<file path="config.mk">
export PLATFORM = sky130hd
export DESIGN_NAME = wb_write_arbiter_flat
export DESIGN_NICKNAME = d
export VERILOG_FILES = /design/src/rtl/wb_write_arbiter_if.sv /design/src/rtl/wb_write_arbiter.sv /design/src/flat_wrapper.sv
export SDC_FILE = /design/constraint.sdc
export NUM_CORES = 1
export LEC_CHECK = 0
export BUFFER_PORTS_ARGS = -buffer_cell sky130_fd_sc_hd__clkbuf_2
export CORE_MARGIN = 5
export CORE_UTILIZATION = 56
export CTS_CLUSTER_SIZE = 8
export DETAILED_ROUTE_END_ITERATION = 6
export MAX_ROUTING_LAYER = met4
export PLACE_DENSITY = 0.87
export SKIP_CTS_REPAIR_TIMING = 1
export SYNTH_ARGS = -nofsm -noshare
export SYNTH_HDL_FRONTEND = slang
export SYNTH_SLANG_ARGS = --single-unit
</file>
<file path="constraint.sdc">
create_clock -name clk -period 4.9 [get_ports clk]
set_input_delay 0.245 -clock clk [delete_from_list [all_inputs] [get_ports clk]]
set_output_delay 0.245 -clock clk [all_outputs]
set_load 0.1 [all_outputs]
</file>
<file path="src/rtl/wb_write_arbiter_if.sv">
// ---------------------------------------------------------------------------
// wb_write_arbiter_if
// Bundle of every bus-level signal around the register-file write arbiter.
//   ALU side   : alu_valid, alu_rd, alu_data -> alu_ready
//   Load side  : ld_valid, ld_rd, ld_data    -> ld_ready
//   Write port : rd, write_data, RegWrite
//   Status     : pending_mask (per-register buffered-load flag), fifo_count
// Modports:
//   slave  - the arbiter itself (consumes results, drives the write port)
//   master - the environment (produces results, observes the write port)
// DATA_W / FIFO_DEPTH must match the parameters of the attached arbiter.
// ---------------------------------------------------------------------------
interface wb_write_arbiter_if #(
   parameter int DATA_W     = 32,
   parameter int FIFO_DEPTH = 2
);
   localparam int CNT_W = $clog2(FIFO_DEPTH) + 1;

   logic              alu_valid;
   logic [4:0]        alu_rd;
   logic [DATA_W-1:0] alu_data;
   logic              alu_ready;

   logic              ld_valid;
   logic [4:0]        ld_rd;
   logic [DATA_W-1:0] ld_data;
   logic              ld_ready;

   logic [4:0]        rd;
   logic [DATA_W-1:0] write_data;
   logic              RegWrite;

   logic [31:0]       pending_mask;
   logic [CNT_W-1:0]  fifo_count;

   modport slave (
      input  alu_valid, alu_rd, alu_data,
      input  ld_valid, ld_rd, ld_data,
      output alu_ready, ld_ready,
      output rd, write_data, RegWrite,
      output pending_mask, fifo_count
   );

   modport master (
      output alu_valid, alu_rd, alu_data,
      output ld_valid, ld_rd, ld_data,
      input  alu_ready, ld_ready,
      input  rd, write_data, RegWrite,
      input  pending_mask, fifo_count
   );
endinterface

</file>
<file path="src/rtl/wb_write_arbiter.sv">
// ---------------------------------------------------------------------------
// wb_write_arbiter
// Drives the single integer register-file write port from two sources:
// single-cycle ALU results (priority) and out-of-band load responses held
// in a small FIFO. A starvation counter forces a load pop after STARVE_MAX
// consecutive lost arbitrations. The write port is registered (1-cycle
// latency from acceptance/pop). pending_mask flags registers that a live
// buffered load will still write, for decode hazard detection.
// Ports:
//   clk   - clock, all state on rising edge
//   RSTn  - asynchronous active-low reset
//   en    - global enable, low freezes all state
//   wb    - wb_write_arbiter_if.slave (ALU/load handshakes, write port,
//           pending_mask, fifo_count)
// ---------------------------------------------------------------------------
module wb_write_arbiter #(
   parameter int DATA_W     = 32,
   parameter int FIFO_DEPTH = 2,   // power of two, >= 2
   parameter int STARVE_MAX = 4
) (
   input  logic              clk,
   input  logic              RSTn,
   input  logic              en,
   wb_write_arbiter_if.slave wb
);
   localparam int PTR_W = $clog2(FIFO_DEPTH);
   localparam int CNT_W = PTR_W + 1;
   localparam int STV_W = $clog2(STARVE_MAX + 1);

   // Load-response buffer. A "live" entry will still produce a register
   // write; a killed entry stays in place and pops as a silent write.
   logic [4:0]            r_fifo_rd   [FIFO_DEPTH];
   logic [DATA_W-1:0]     r_fifo_data [FIFO_DEPTH];
   logic [FIFO_DEPTH-1:0] r_fifo_live;
   logic [PTR_W-1:0]      r_wr_ptr;
   logic [PTR_W-1:0]      r_rd_ptr;
   logic [CNT_W-1:0]      r_count;
   logic [STV_W-1:0]      r_starve;

   logic [4:0]            r_rd;
   logic [DATA_W-1:0]     r_write_data;
   logic                  r_reg_write;

   logic                  w_fifo_empty;
   logic                  w_force_ld;
   logic                  w_alu_ready;
   logic                  w_ld_ready;
   logic                  w_alu_xfer;
   logic                  w_ld_xfer;
   logic                  w_enq;
   logic                  w_pop;
   logic [31:0]           w_pending;

   assign w_fifo_empty = (r_count == '0);
   assign w_force_ld   = !w_fifo_empty && (r_starve >= STV_W'(STARVE_MAX));
   assign w_alu_ready  = en && !w_force_ld;
   // Based on current occupancy only: a full FIFO refuses even while popping.
   assign w_ld_ready   = en && (r_count < CNT_W'(FIFO_DEPTH));
   assign w_alu_xfer   = wb.alu_valid && w_alu_ready;
   assign w_ld_xfer    = wb.ld_valid && w_ld_ready;
   // Loads to x0 are consumed but never buffered.
   assign w_enq        = w_ld_xfer && (wb.ld_rd != 5'd0);
   assign w_pop        = en && !w_alu_xfer && !w_fifo_empty;

   // Pending mask is a pure function of the live bits, so an asynchronous
   // reset of those bits clears it immediately.
   always_comb begin
      // NOTE: default every always_comb output first so no path infers a latch.
      w_pending = '0;
      for (int i = 0; i < FIFO_DEPTH; i++) begin
         if (r_fifo_live[PTR_W'(i)])
            w_pending[r_fifo_rd[PTR_W'(i)]] = 1'b1;
      end
   end

   // NOTE: payload storage has no reset; r_fifo_live alone qualifies it, and
   // every popped entry was written before it was marked live.
   always_ff @(posedge clk) begin
      if (w_enq) begin
         r_fifo_rd[r_wr_ptr]   <= wb.ld_rd;
         r_fifo_data[r_wr_ptr] <= wb.ld_data;
      end
   end

   // NOTE: sequential state uses non-blocking assignments so every read in
   // this block sees the pre-edge value regardless of statement order.
   always_ff @(posedge clk or negedge RSTn) begin
      if (!RSTn) begin
         r_fifo_live  <= '0;
         r_wr_ptr     <= '0;
         r_rd_ptr     <= '0;
         r_count      <= '0;
         r_starve     <= '0;
         r_rd         <= '0;
         r_write_data <= '0;
         r_reg_write  <= 1'b0;
      end else if (en) begin
         // WAW: an accepted ALU write supersedes every older buffered load to
         // the same register. The load being enqueued this cycle is younger
         // and lands in an empty slot, so it is untouched by this loop.
         if (w_alu_xfer) begin
            for (int i = 0; i < FIFO_DEPTH; i++) begin
               if (r_fifo_live[PTR_W'(i)] && (r_fifo_rd[PTR_W'(i)] == wb.alu_rd))
                  r_fifo_live[PTR_W'(i)] <= 1'b0;
            end
         end

         if (w_pop) begin
            r_fifo_live[r_rd_ptr] <= 1'b0;
            r_rd_ptr              <= r_rd_ptr + 1'b1;
         end

         if (w_enq) begin
            r_fifo_live[r_wr_ptr] <= 1'b1;
            r_wr_ptr              <= r_wr_ptr + 1'b1;
         end

         case ({w_enq, w_pop})
            2'b10:   r_count <= r_count + 1'b1;
            2'b01:   r_count <= r_count - 1'b1;
            default: r_count <= r_count;
         endcase

         // Counts consecutive lost arbitrations of a present FIFO head.
         if (w_fifo_empty || w_pop)
            r_starve <= '0;
         else if (w_alu_xfer && (r_starve != STV_W'(STARVE_MAX)))
            r_starve <= r_starve + 1'b1;

         // Registered write port; x0 and killed entries update the address
         // and data but never raise the strobe.
         if (w_alu_xfer) begin
            r_rd         <= wb.alu_rd;
            r_write_data <= wb.alu_data;
            r_reg_write  <= (wb.alu_rd != 5'd0);
         end else if (w_pop) begin
            r_rd         <= r_fifo_rd[r_rd_ptr];
            r_write_data <= r_fifo_data[r_rd_ptr];
            r_reg_write  <= r_fifo_live[r_rd_ptr];
         end else begin
            r_reg_write  <= 1'b0;
         end
      end else begin
         // Frozen: address/data hold, but no write is issued.
         r_reg_write <= 1'b0;
      end
   end

   assign wb.alu_ready    = w_alu_ready;
   assign wb.ld_ready     = w_ld_ready;
   assign wb.rd           = r_rd;
   assign wb.write_data   = r_write_data;
   assign wb.RegWrite     = r_reg_write;
   assign wb.pending_mask = w_pending;
   assign wb.fifo_count   = r_count;

endmodule

</file>
<file path="src/flat_wrapper.sv">
// flat-port wrapper written by rule: the top's interface ports become plain ports
module wb_write_arbiter_flat 
#(
   parameter int DATA_W     = 32,
   parameter int FIFO_DEPTH = 2,                        
   parameter int STARVE_MAX = 4
)
  (clk, RSTn, en, wb_alu_valid, wb_alu_rd, wb_alu_data, wb_ld_valid, wb_ld_rd, wb_ld_data, wb_alu_ready, wb_ld_ready, wb_rd, wb_write_data, wb_RegWrite, wb_pending_mask, wb_fifo_count);
  wb_write_arbiter_if #(.DATA_W(DATA_W), .FIFO_DEPTH(FIFO_DEPTH)) wb_i ();
  input  logic clk;
  input  logic RSTn;
  input  logic en;
  input wire logic [$bits(wb_i.alu_valid)-1:0] wb_alu_valid;
  input wire logic [$bits(wb_i.alu_rd)-1:0] wb_alu_rd;
  input wire logic [$bits(wb_i.alu_data)-1:0] wb_alu_data;
  input wire logic [$bits(wb_i.ld_valid)-1:0] wb_ld_valid;
  input wire logic [$bits(wb_i.ld_rd)-1:0] wb_ld_rd;
  input wire logic [$bits(wb_i.ld_data)-1:0] wb_ld_data;
  output wire logic [$bits(wb_i.alu_ready)-1:0] wb_alu_ready;
  output wire logic [$bits(wb_i.ld_ready)-1:0] wb_ld_ready;
  output wire logic [$bits(wb_i.rd)-1:0] wb_rd;
  output wire logic [$bits(wb_i.write_data)-1:0] wb_write_data;
  output wire logic [$bits(wb_i.RegWrite)-1:0] wb_RegWrite;
  output wire logic [$bits(wb_i.pending_mask)-1:0] wb_pending_mask;
  output wire logic [$bits(wb_i.fifo_count)-1:0] wb_fifo_count;
  assign wb_i.alu_valid = wb_alu_valid;
  assign wb_i.alu_rd = wb_alu_rd;
  assign wb_i.alu_data = wb_alu_data;
  assign wb_i.ld_valid = wb_ld_valid;
  assign wb_i.ld_rd = wb_ld_rd;
  assign wb_i.ld_data = wb_ld_data;
  assign wb_alu_ready = wb_i.alu_ready;
  assign wb_ld_ready = wb_i.ld_ready;
  assign wb_rd = wb_i.rd;
  assign wb_write_data = wb_i.write_data;
  assign wb_RegWrite = wb_i.RegWrite;
  assign wb_pending_mask = wb_i.pending_mask;
  assign wb_fifo_count = wb_i.fifo_count;
  wb_write_arbiter #(.DATA_W(DATA_W), .FIFO_DEPTH(FIFO_DEPTH), .STARVE_MAX(STARVE_MAX)) u_core (.clk(clk), .RSTn(RSTn), .en(en), .wb(wb_i));
endmodule
</file>
## Word level (Yosys, flattened, before mapping)

Memory sizes are Yosys's and may differ from the RTL's.
Index checks and enable logic that the tools add are counted.

- Bits in registers: 47
- Bits in latches: 0
- Memory bits (writable): 74
- Memory bits (read-only): 0
- Input port bits: 79
- Output and inout bits: 74
- Word-level logic and storage cells: 85
- Memories: 2

Memory list:

| name | depth | width | rd ports | clocked after memory_dff | wr ports | RTL line | text |
|---|---|---|---|---|---|---|---|
| u_core.r_fifo_data | 2 | 32 | 1 | 0 | 1 | wb_write_arbiter.sv:33 | `logic [DATA_W-1:0] r_fifo_data [FIFO_DEPTH];` |
| u_core.r_fifo_rd | 2 | 5 | 2 | 0 | 1 | wb_write_arbiter.sv:32 | `logic [4:0] r_fifo_rd [FIFO_DEPTH];` |

- Add/sub/neg operators: 5
- Multiply operators: 0
- Divide/modulo/power cells: 0
- Order comparisons: 8
- Equality and inequality tests: 4
- Shifts and indexed selects: 0
- Mux-type cells: 27
- Bitwise gates (word level): 3
- Reductions and logical operators: 28

Operator list:

| operator | count |
|---|---|
| 2-to-1 mux 32 bit | 3 |
| logical AND 1 bit | 13 |
| 2-to-1 mux 1 bit | 13 |
| 2-to-1 mux 5 bit | 2 |
| AND reduction 2 bit | 5 |
| nonzero test 5 bit | 2 |
| less-than comparator 5 x 6 -> 1 bit, second input constant | 1 |
| 2-to-1 mux 2 bit | 3 |
| 2-to-1 mux 3 bit | 2 |
| nonzero test 2 bit | 3 |
| demux 1 bit (select 5 bit) | 1 |
| == test 5 bit | 1 |
| >= comparator 5 x 1 -> 1 bit, second input constant | 1 |
| less-than comparator 1 x 2 -> 1 bit, second input constant | 2 |
| case mux 2 bit (2 select lines) | 1 |
| adder 3 x 1 -> 3 bit, second input constant | 1 |
| >= comparator 3 bit, second input constant | 1 |
| logical NOT 1 bit | 3 |
| != test 3 bit, second input constant | 1 |
| adder 1 bit, second input constant | 2 |
| adder 2 x 1 -> 2 bit, second input constant | 1 |
| bitwise AND 2 bit | 1 |
| demux 1 bit (select 1 bit) | 2 |
| == test 2 x 1 -> 1 bit, second input constant | 1 |
| other kinds (8) | 9 |

## Depth between registers and ports, before layout

- Depth in word-level cells: 13
- Depth in mapped cells: 10
- Mapped depth without buffers: 7

## Worst setup path before layout

Ideal clock, no wire load.

- Kind: register to register
- Start: reg u_core.r_count[1], in the netlist u_core.wb.fifo_count[1]
- End: mem u_core.r_fifo_data[1][0] (enable)
- Setup time: 433 ps
- Arrival: 4376 ps
- Required time: 4467 ps
- Slack: 91 ps
- Stages on the path, launching flop included: 4
- Buffers on the path: 0
- Clock period less this slack: 4809 ps
- Path through: dfrtp_1 -> nor2b_1 -> o211ai_2 -> nor2_1

- Word-level cells in the longest chain between the ends: 6

RTL lines:

| what | RTL line | text |
|---|---|---|
| start, declared | wb_write_arbiter.sv:37 | `logic [CNT_W-1:0] r_count;` |
| start signal, assigned | wb_write_arbiter.sv:119 | `2'b10: r_count <= r_count + 1'b1;` |
| start signal, assigned | wb_write_arbiter.sv:120 | `2'b01: r_count <= r_count - 1'b1;` |
| start signal, assigned | wb_write_arbiter.sv:121 | `default: r_count <= r_count;` |
| less-than comparator 2 bit | wb_write_arbiter.sv:58 | `assign w_ld_ready = en && (r_count < CNT_W'(FIFO_DEPTH));` |
| logical AND 1 bit | wb_write_arbiter.sv:58 |  |
| named net wb_ld_ready | flat_wrapper.sv:20 | `output wire logic [$bits(wb_i.ld_ready)-1:0] wb_ld_ready;` |
| logical AND 1 bit | wb_write_arbiter.sv:60 | `assign w_ld_xfer = wb.ld_valid && w_ld_ready;` |
| logical AND 1 bit | wb_write_arbiter.sv:62 | `assign w_enq = w_ld_xfer && (wb.ld_rd != 5'd0);` |
| 2-to-1 mux 1 bit | wb_write_arbiter.sv:79 | `if (w_enq) begin` |
| 2-to-1 mux 1 bit (implied by the code) | wb_write_arbiter.sv:81 | `r_fifo_data[r_wr_ptr] <= wb.ld_data;` |
| end, declared | wb_write_arbiter.sv:33 |  |

The timed path passes the listed nets, and every way through them passes these cells.

## Worst setup path after layout

- Start: reg u_core.r_count[0], in the netlist u_core.wb.fifo_count[0]
- End: reg u_core.r_count[1], in the netlist u_core.wb.fifo_count[1]

- Word-level cells in the longest chain between the ends: 12
- Elaborated cells between the ends (all ways): 20
- Classes of those cells: add/sub (2); order compare (1); eq/ne (2); mux (1); reduce/logical (14)

RTL lines:

| what | RTL line | text |
|---|---|---|
| logical NOT 2 bit | wb_write_arbiter.sv:54 | `assign w_fifo_empty = (r_count == '0);` |
| logical NOT 1 bit | wb_write_arbiter.sv:55, wb_write_arbiter.sv:63 |  |
| logical AND 1 bit | wb_write_arbiter.sv:55 | `assign w_force_ld = !w_fifo_empty && (r_starve >= STV_W'(STARVE_MAX));` |
| logical NOT 1 bit | wb_write_arbiter.sv:56 | `assign w_alu_ready = en && !w_force_ld;` |
| logical AND 1 bit | wb_write_arbiter.sv:56 |  |
| logical AND 1 bit | wb_write_arbiter.sv:59 | `assign w_alu_xfer = wb.alu_valid && w_alu_ready;` |
| logical NOT 1 bit | wb_write_arbiter.sv:63 | `assign w_pop = en && !w_alu_xfer && !w_fifo_empty;` |
| logical AND 1 bit (2 in a row) | wb_write_arbiter.sv:63 |  |
| == test 2 bit / == test 2 x 1 -> 1 bit (equally long branches) | wb_write_arbiter.sv:118 | `case ({w_enq, w_pop})` |
| nonzero test 2 bit (no line) | - |  |
| AND reduction 2 bit (no line) | - |  |

Several ways; a longest one is shown, not always the timed one.
A chain may end at the register's enable or synchronous reset.

==> flow_summary_export.csv <==
group,metric,value,unit
worst_setup_path,crit_path_max_incr_delay,0.84,ns
sta,finalHoldViolCount,2,
flow_run,drv_cap,0,
power_and_ir_drop,peakVddDrop,0.000490,V
floorplanning,ios,153,
sta,slew_headroom,0.231,
power_and_ir_drop,p_leak,3.03,nW
worst_hold_path,hold_class,"in -> reg",
sta,grt_setup_unrepaired,"false",
worst_setup_path,crit_chain,"or2_1 -> nand3_4 -> inv_2 -> ha_1 -> nand2b_1 -> nor2_1 -> xor2_1",
sta,tightestPinTransition,1.15,ns
cts,cts_tree,"done",
synth,synth_cells,383,
synth,yosys.area.top_type,"edfxtp_1",
synth,ys_seq_area_frac,0.654,
cts,htree_levels,4,
global_routing,grt_usage,0.218,
cts,numCtsBuffers,17,
placed_design,place_hpwl,7690,µm
worst_setup_path,path_class,"reg -> reg",
finish,nets,683,
synth,synth.distinct_cells,34,
global_routing,gr-total-overflow,0,
cts,clock_latency,0.51,ns
sta,max_freq,380,MHz
synth,synth_seq_cells,121,
placed_design,gp_congestion,0.807,
worst_setup_path,end_kind,"flop",
global_routing,grt_first_pass_wirelength,18600,µm
finish,areaGrowthSynthToFinish,40.7,%
synth,synth_warnings,0,
worst_setup_path,crit_family,"buffers and inverters",
worst_setup_path,ff2ff_path_depth,7,
worst_setup_path,arrival,3.06,ns
sta,holdWs,-0.0253,ns
run_status,violations,"negative hold slack",
power_and_ir_drop,power_density,608,mW/mm²
synth,ys.flop_type,"edfxtp_1",
detailed_routing,wl_per_cell,18.9,µm
detailed_routing,drc_errors,0,
synth,synthArstFlopShare,0.388,
worst_setup_path,crit_slowest_cell,"inv_2",
floorplanning,coreArea,0.00915,mm²
sta,fin_ws,2.27,ns
worst_setup_path,crit_buf_inv,1,
worst_setup_path,crit_path_start_kind,"flop",
floorplanning,dieWidth,106,µm
sta,skew,0.00709,ns
finish,drive_gt1_frac,0.378,
run_status,status,"finished, violations left",
detailed_routing,dr.pass1.iters,5,
detailed_routing,drt-total-wl,13800,µm
synth,synth_top_area_frac,0.428,
floorplanning,dieArea,0.0113,mm²
floorplanning,start_util,0.568,
synth,netlist_top_cells_area,"edfxtp_1 (43%), dfrtp_1 (23%), mux2_2 (8.0%)",
floorplanning,rows,35,
global_routing,grt_pass1_vias,3686,
detailed_routing,detail-route-antenna-nets,0,
sta,tns,0,ns
detailed_routing,viasPerCell,5.45,
placed_design,preCtsSetupSlack,2.25,ns
finish,final_cell_area,0.00731,mm²
placed_design,portBuffers,152,
cts,cts.sinks,121,
synth,avgSynthCellArea,13.6,µm²
synth,synth_edf_count,74,
synth,synth_area,0.00519,mm²
sta,fin_crit,2.63,ns
global_routing,grt_start_max_net_pins,48,
floorplanning,die_y,106,µm
detailed_routing,vias,3958,
cts,clockBufferDepth,2,
sta,slew_violations,0,
synth,synth_nets,465,
global_routing,antenna_found_initial,1,
cts,clk_pin_slew,0.06,ns
detailed_routing,drtIter0Drc,222,
sta,finalCritPeriodShare,0.537,
worst_hold_path,hold_depth,3,
worst_setup_path,path_max_fanout,39,
sta,finalSetupViolCount,0,
cts,ctsRootBufferMaster,"clkbuf_8",
placed_design,placed_cell_area,0.00599,mm²
worst_setup_path,worst_ep_required_time,5.33,ns
worst_setup_path,cp.depth,7,
[stage by stage]
stage	hold slack (ns)	std cells	utilization	total power, mW
floorplan	-0.0506	383	-	2.75
global placement	0.377	626	0.654	3.00
detailed placement	0.403	626	0.654	3.04
CTS	-0.134	658	0.725	4.40
global route	-0.000254	726	0.799	4.61
finish	-0.0253	726	0.799	4.45
[cells in the mapped netlist, types with 3 or more instances]
master	n
nand3_1	5
edfxtp_1	74
clkbuf_1	11
nand3b_1	5
mux2i_1	38
or3b_2	3
o21ai_1	16
ha_1	3
nor2_1	36
buf_6	5
xnor2_1	6
inv_1	4
dfrtp_1	47
buf_4	3
mux2_2	37
nand2_1	40
xor2_1	4
o21ai_0	26
[layer usage]
metal / vias to the layer above / part of all wire / GRT usage
li1: 1806 / - / -
met1: 1899 / 0.36 / 0.252
met2: 214 / 0.54 / 0.375
met3: 39 / 0.072 / 0.0583
met4: 0 / 0.029 / 0.0620
met5: - / 0 / -
[sequential cells by signal, summed over array words and instances, names as in the netlist]
name                  count
u_core.r_fifo_data       64
u_core.wb.write_data     32
u_core.r_fifo_rd         10
u_core.wb.rd              5
u_core.r_starve           3
u_core.r_fifo_live        2
u_core.wb.fifo_count      2
u_core.r_rd_ptr           1
u_core.r_wr_ptr           1
u_core.wb.RegWrite        1
[layout by cell type, fill, tap and decap left out, drive strengths merged]
master / n
xor2: 4
nor2: 36
mux2i: 38
or2: 1
clkinvlp: 2
or4: 2
a21boi: 1
buf: 2
inv: 8
dlygate4sd3: 67
or3: 1
clkbuf: 171
o22ai: 2
a21o: 1
nand2b: 2
nand3b: 5
nor3: 1
diode: 1
and4: 1
o211ai: 1
nor2b: 1
nand3: 6
clkinv: 3
nand2: 40
edfxtp: 74
mux2: 37
o21ai: 42
or3b: 3
a21oi: 1
ha: 3
dfrtp: 47
xnor2: 6
bufinv: 5
[area by class of cell]
type	count	area, µm²
diodes	1	2.50
fillers	517	1840
inverters	5	18.8
multi-input cells	235	1660
clock inverters	13	218
clock buffers	19	432
flip-flops and latches	121	3400
well taps	111	139
repair buffers	221	1450
[power breakdown]
part / leakage [nW] / internal, mW / total (mW) / switching (mW)
registers: 1.25 / 1.29 / 1.48 / 0.185
logic: 1.47 / 0.398 / 1.62 / 1.22
clock network: 0.310 / 0.898 / 1.35 / 0.455
total: 3.03 / 2.59 / 4.45 / 1.86
[cells by family (layout without fill, tap and decap cells)]
kind of cell    after synthesis  after routing  share of synthesized area
compound gates               48             48                     0.0499
buf+inv                      27            258                     0.0315
other cells                   0              1                          0
xor+xnor                     10             10                     0.0169
flops                       121            121                      0.654
mux                          75             75                      0.153
simple gates                 99             99                     0.0869
fa+ha+maj                     3              3                    0.00723
[worst min-delay path, cell delays in order]
cell and delay, ns:
clkbuf_2 0.09, nand2_1 0.05, o21ai_1 0.05
[path summary, 6_finish.rpt]
check / from / endpoint / slack (ns)
max in group asynchronous: RSTn / u_core.r_rd_ptr / 4.02
worst min-delay path: wb_alu_data[26] / u_core.wb.write_data[26] / -0.03
min in group asynchronous: RSTn / u_core.wb.write_data[22] / 0.39
worst min register to register: u_core.r_fifo_live[1] / u_core.r_fifo_live[1] / 0.49
worst max register to register: u_core.wb.fifo_count[0] / u_core.wb.fifo_count[1] / 2.27
worst max-delay path: u_core.wb.fifo_count[0] / u_core.wb.fifo_count[1] / 2.27
Note: power is estimated with default switching activity, not from simulation.
